--- src/rtl/serial_xor_rx.sv ---
// ---------------------------------------------------------------------------
// serial_xor_rx
// Receive end of a bit-serial XOR datapath. On each accepted beat it XORs the
// operand bits a_ser/b_ser and builds the results into a WIDTH-bit word. A
// complete word appears on xo together with a one-cycle ready pulse.
//
// Parameters
//   WIDTH      bits per word (>= 1)
//   LSB_FIRST  1: first received bit lands in xo[0]; 0: it lands in xo[WIDTH-1]
//
// Ports
//   clk        clock, all state on the rising edge
//   rstn       asynchronous active-low reset
//   bit_valid  a_ser/b_ser/start/par_ser carry a beat this cycle
//   start      marks the first bit of a word (only looked at with bit_valid)
//   a_ser      serial operand a bit
//   b_ser      serial operand b bit
//   par_ser    even-parity beat that follows the data bits (parity build only)
//   xo         last complete word, bit i = a_i ^ b_i
//   ready      one-cycle pulse: xo holds a new complete word
//   busy       a word is being received
//   err        one-cycle pulse: start seen in the middle of a word
//   perr       parity mismatch, meaningful only while ready is 1
//
// Build option
//   SERIAL_XOR_RX_PARITY_EN  when defined, one extra parity beat follows the
//   data bits and perr reports odd parity over {word, par_ser}. When not
//   defined, par_ser is ignored and perr is always 0.
// ---------------------------------------------------------------------------
module serial_xor_rx #(
    parameter int WIDTH     = 8,
    parameter int LSB_FIRST = 1
) (
    input  logic             clk,
    input  logic             rstn,
    input  logic             bit_valid,
    input  logic             start,
    input  logic             a_ser,
    input  logic             b_ser,
    input  logic             par_ser,
    output logic [WIDTH-1:0] xo,
    output logic             ready,
    output logic             busy,
    output logic             err,
    output logic             perr
);

    localparam int CNT_W = (WIDTH > 1) ? $clog2(WIDTH) : 1;

    typedef enum logic [1:0] {
        IDLE  = 2'd0,
        SHIFT = 2'd1,
        PAR   = 2'd2,
        DONE  = 2'd3
    } state_t;

    // Writes bit b at logical position pos (order of arrival) into word w,
    // translating the arrival position into an xo index according to LSB_FIRST.
    function automatic logic [WIDTH-1:0] place_bit(input logic [WIDTH-1:0] w,
                                                   input logic [CNT_W-1:0] pos,
                                                   input logic             b);
        logic [WIDTH-1:0] r;
        int               p;
        r = w;
        for (int i = 0; i < WIDTH; i++) begin
            p = (LSB_FIRST != 0) ? i : (WIDTH - 1 - i);
            if (CNT_W'(i) == pos) begin
                r[p] = b;
            end else begin
                r[p] = r[p];
            end
        end
        return r;
    endfunction

    // Even-parity check: 1 when {word, parity bit} has an odd number of ones.
    function automatic logic par_err(input logic [WIDTH-1:0] w, input logic p);
        return ^{w, p};
    endfunction

    state_t           state_q, state_d;
    logic [CNT_W-1:0] cnt_q, cnt_d;
    logic [WIDTH-1:0] sreg_q, sreg_d;
    logic [WIDTH-1:0] xo_q, xo_d;
    logic             ready_q, ready_d;
    logic             busy_q, busy_d;
    logic             err_q, err_d;
    logic             perr_q, perr_d;

    logic             bit_s;
    logic [WIDTH-1:0] first_word_s;
    logic [WIDTH-1:0] next_word_s;
    logic [WIDTH-1:0] done_word_s;
    logic             done_s;

    assign bit_s        = a_ser ^ b_ser;
    assign first_word_s = place_bit({WIDTH{1'b0}}, {CNT_W{1'b0}}, bit_s);
    assign next_word_s  = place_bit(sreg_q, cnt_q, bit_s);

`ifndef SERIAL_XOR_RX_PARITY_EN
    logic par_unused_s;
    assign par_unused_s = par_ser;
`endif

    // Next-state and next-output logic of the receive FSM.
    always_comb begin
        state_d     = state_q;
        cnt_d       = cnt_q;
        sreg_d      = sreg_q;
        xo_d        = xo_q;
        ready_d     = 1'b0;
        busy_d      = busy_q;
        err_d       = 1'b0;
        perr_d      = 1'b0;
        done_s      = 1'b0;
        done_word_s = {WIDTH{1'b0}};

        case (state_q)
            // DONE behaves like IDLE so that a start on the DONE cycle
            // opens the next word with no gap.
            IDLE, DONE: begin
                if (bit_valid && start) begin
                    if (WIDTH == 1) begin
                        done_s      = 1'b1;
                        done_word_s = first_word_s;
                    end else begin
                        sreg_d  = first_word_s;
                        cnt_d   = CNT_W'(1);
                        busy_d  = 1'b1;
                        state_d = SHIFT;
                    end
                end else begin
                    busy_d  = 1'b0;
                    state_d = IDLE;
                end
            end
            SHIFT: begin
                if (bit_valid) begin
                    if (start) begin
                        // Framing error: drop the partial word and treat
                        // this beat as bit 0 of a fresh one. xo is untouched.
                        err_d  = 1'b1;
                        sreg_d = first_word_s;
                        cnt_d  = CNT_W'(1);
                    end else if (cnt_q == CNT_W'(WIDTH - 1)) begin
                        done_s      = 1'b1;
                        done_word_s = next_word_s;
                    end else begin
                        sreg_d = next_word_s;
                        cnt_d  = cnt_q + CNT_W'(1);
                    end
                end else begin
                    state_d = SHIFT;
                end
            end
            PAR: begin
`ifdef SERIAL_XOR_RX_PARITY_EN
                // start is deliberately ignored on the parity beat.
                if (bit_valid) begin
                    xo_d    = sreg_q;
                    ready_d = 1'b1;
                    perr_d  = par_err(sreg_q, par_ser);
                    busy_d  = 1'b0;
                    state_d = DONE;
                end else begin
                    state_d = PAR;
                end
`else
                busy_d  = 1'b0;
                state_d = IDLE;
`endif
            end
            default: begin
                busy_d  = 1'b0;
                state_d = IDLE;
            end
        endcase

        // Last data bit accepted: publish the word, or park it for parity.
        if (done_s) begin
            cnt_d = {CNT_W{1'b0}};
`ifdef SERIAL_XOR_RX_PARITY_EN
            sreg_d  = done_word_s;
            busy_d  = 1'b1;
            state_d = PAR;
`else
            xo_d    = done_word_s;
            ready_d = 1'b1;
            busy_d  = 1'b0;
            state_d = DONE;
`endif
        end else begin
            cnt_d = cnt_d;
        end
    end

    // State and output registers with asynchronous reset.
    always_ff @(posedge clk or negedge rstn) begin
        if (!rstn) begin
            state_q <= IDLE;
            cnt_q   <= {CNT_W{1'b0}};
            sreg_q  <= {WIDTH{1'b0}};
            xo_q    <= {WIDTH{1'b0}};
            ready_q <= 1'b0;
            busy_q  <= 1'b0;
            err_q   <= 1'b0;
            perr_q  <= 1'b0;
        end else begin
            state_q <= state_d;
            cnt_q   <= cnt_d;
            sreg_q  <= sreg_d;
            xo_q    <= xo_d;
            ready_q <= ready_d;
            busy_q  <= busy_d;
            err_q   <= err_d;
            perr_q  <= perr_d;
        end
    end

    assign xo    = xo_q;
    assign ready = ready_q;
    assign busy  = busy_q;
    assign err   = err_q;
    assign perr  = perr_q;

endmodule

--- config.mk ---
export PLATFORM = sky130hd
export DESIGN_NAME = serial_xor_rx
export DESIGN_NICKNAME = d
export VERILOG_FILES = /design/src/rtl/serial_xor_rx.sv
export SDC_FILE = /design/constraint.sdc
export NUM_CORES = 1
export LEC_CHECK = 0
export ABC_AREA = 1
export CORE_UTILIZATION = 35
export CTS_CLUSTER_SIZE = 12
export DETAILED_ROUTE_END_ITERATION = 10
export GPL_ROUTABILITY_DRIVEN = 0
export SYNTH_ARGS = -nofsm -noshare
export SYNTH_HDL_FRONTEND = slang
export SYNTH_SLANG_ARGS = --single-unit
--- constraint.sdc ---
create_clock -name clk -period 3.2 [get_ports clk]
set_input_delay 0.64 -clock clk [delete_from_list [all_inputs] [get_ports clk]]
set_output_delay 0.64 -clock clk [all_outputs]
set_load 0.01 [all_outputs]
==> reports/qor.yml <==
status: "completed"
seqPwrFrac_pct: 50.7
final_cells: 219
dr.pass1.iters: 4
fmax_mhz: 536
r2r_setup_slack_ns: 1.43
power_switching_uw: 234
synth_compound_area_share_pct: 5.33
diodes: 0
yosys.cell_types.count: 20
p_int_uw: 436
p_leak_nw: 0.764
crit_family: "buffers and inverters"
finalCriticalPeriod_ns: 1.86
cts_tree: "yes"
drtAntennaViolNets: 0
synth-xor-area-share_pct: 0
ioPinCount: 19
grt_max_degree: 24
gr-total-overflow: 0
crit_fanout: 2
path_class: "reg2out"
p_total_uw: 670
end_kind: "output port"
synth_area_leaders: "dfrtp_1 47%, nand2_1 22%, ha_1 8.2%, inv_1 4.6%, o21ai_0 3.7%"
synth_top_family_by_area: "simple AND/OR/NAND/NOR gates"
pwr-share-clk_pct: 20.2
finalHoldViolCount: 0
worstSetupStartpointType: "register"
cts_hold_buffers: 0
critPathArrivalTime_ns: 1.22
p_sw_share_pct: 35.0
synthTopCellsByCount: "71 x nand2_1, 23 x dfrtp_1, 15 x inv_1"
dp_hpwl_mm: 1.78
synth_seq_area_share_pct: 47.1
insertion_delay_ns: 0.32
place_ws_ns: 1.04
synth_top_area_cell: "dfrtp_1"
fp.dieH_um: 61.1
numCtsBuffers: 3
vias: 1010
core_um2: 3340
grt_pass1_vias: 945
synth_nets: 169
cts_setup_buffers: 0
drc_errors: 0
via_per_inst: 4.61
cts_resized: 0
worstReg2RegEnd: "cnt_q[0]$_DFFE_PN0P_"
rows: 21
synth_most_common_cell: "nand2_1"
synthSimpleGateAreaFrac_pct: 32.8
die_w_um: 61.1
finalWorstSetupSlack_ns: 1.34
wl_per_cell_um: 10.9
clkTransAtPathRegs_ns: 0.13
critical_path.max_stage_delay_ns: 0.53
rr_startpoint: "state_q[1]$_DFFE_PN0P_"
clock_path_buffers: 2
grt_first_pass_wirelength_mm: 3.86
drive_gt1_share_pct: 6.94
synth_warnings: 0
crit_buf_inv: 1
synth_top_area_share_pct: 47.1
area_growth_syn_to_layout_pct: 19.7
clock_skew_ns: 0.00570
postSynthCellCount: 154
routed_wl_mm: 2.38
gr-usage-all-layers_pct: 14.1
setup-tns-final_ns: 0
vdd_ir_drop_max_mv: 0.308
dp_cells: 215
final_max_slew_viol_count: 0
drt_iter0_drc: 30
cts_max_level: 1
initial_core_util_pct: 36.6
maxCapViolCount: 0
hold_end: "xo[5]$_DFFE_PN0P_"
post_synth.cell_area_avg_um2: 7.93
synth-adder-area-share_pct: 8.20
synth_edf_count: 0
power_frac_comb_pct: 29.1
port_buffers: 16
die-area_um2: 3730
muxShareOfSynthArea_pct: 0
cellPowerDensity_nw_per_um2: 459
final_net_count: 189
cp.required_ns: 2.56
async_reset_ff_share_pct: 100
hold_path_depth: 2
crit_chain: "clkdlybuf4s50_1"
cpMaxStageDelayCell: "clkdlybuf4s50_1"
hold_path_class: "reg2reg"
reg2regPathDepth: 9
rsz0062_at_grt: "false"
antenna_found_initial: 0
synth_area_um2: 1220
synth_ff_type: "dfrtp_1"
setup_viol: 0
finalCritPeriodShare_pct: 58.3
hp-start: "xo[5]$_DFFE_PN0P_"
clock-sinks: 23
post-route-util_pct: 43.8
cts-root-buf: "clkbuf_4"
synth_seq_cells: 23
-- per-stage QoR --
stage | cell area, um2 | hold WS, ns
6_report | 1460 | 0.489
5_1_grt | 1460 | 0.512
4_1_cts | 1460 | 0.498
3_5_place_dp | 1430 | 0.464
3_3_place_gp | 1430 | 0.462
2_1_floorplan | 1220 | 0.344
-- cell usage in the layout (no fill, tap or decap), types with 2 or more instances in the layout --
cell type,count
clkbuf_4,3
inv_1,15
o21ai_0,9
nand4_1,3
nor2_4,2
ha_1,8
dfrtp_1,23
nand2_1,71
inv_2,2
nor2_1,5
nand3_1,6
clkdlybuf4s50_1,16
-- sequential cells by signal, indices dropped and copies added (netlist names) --
register,count
busy,1
cnt_q,3
err,1
ready,1
sreg_q,7
state_q,2
xo,8
-- area by class of cell --
cell class	instances	area (um2)
fillers	352	1880
flip-flops and latches	23	576
multi-input cells	112	569
repair buffers	17	168
inverters	17	63.8
well taps	46	57.6
clock buffers	3	22.5
clock inverters	1	5.00
-- how the worst max path moves through the flow --
stage	start	end	slack, ns	depth (start not counted)
floorplan	cnt_q[0]$_DFFE_PN0P_	sreg_q[4]$_DFFE_PN0P_	1.80	7
global placement	start	cnt_q[0]$_DFFE_PN0P_	1.07	7
detailed placement	start	cnt_q[0]$_DFFE_PN0P_	1.04	7
CTS	busy$_DFFE_PN0P_	busy	1.31	1
global route	xo[4]$_DFFE_PN0P_	xo[4]	1.26	1
finish	busy$_DFFE_PN0P_	busy	1.34	1
-- layer usage --
| metal | GRT usage [%] | wire, um |
|---|---|---|
| met5 | 0 | 0 |
| met4 | 5.52 | 30 |
| met3 | 3.78 | 77 |
| met2 | 24.1 | 1140 |
| met1 | 16.8 | 1140 |
-- logic make-up (layout without fill, tap and decap cells) --
family	count (synthesis)	after routing
simple gates	91	91
other cells	1	1
fa+ha+maj	8	8
compound gates	12	12
flops	23	23
buf+inv	19	38
-- power groups by stage --
stage | sequential (mW) | combinational (mW) | clock (mW)
after global placement | 0.344 | 0.192 | 0
after detailed placement | 0.347 | 0.197 | 0
after floorplan | 0.342 | 0.136 | 0
after CTS | 0.341 | 0.198 | 0.148
after global routing | 0.344 | 0.223 | 0.155
final | 0.340 | 0.195 | 0.136
(Power assumes the default switching activity.)
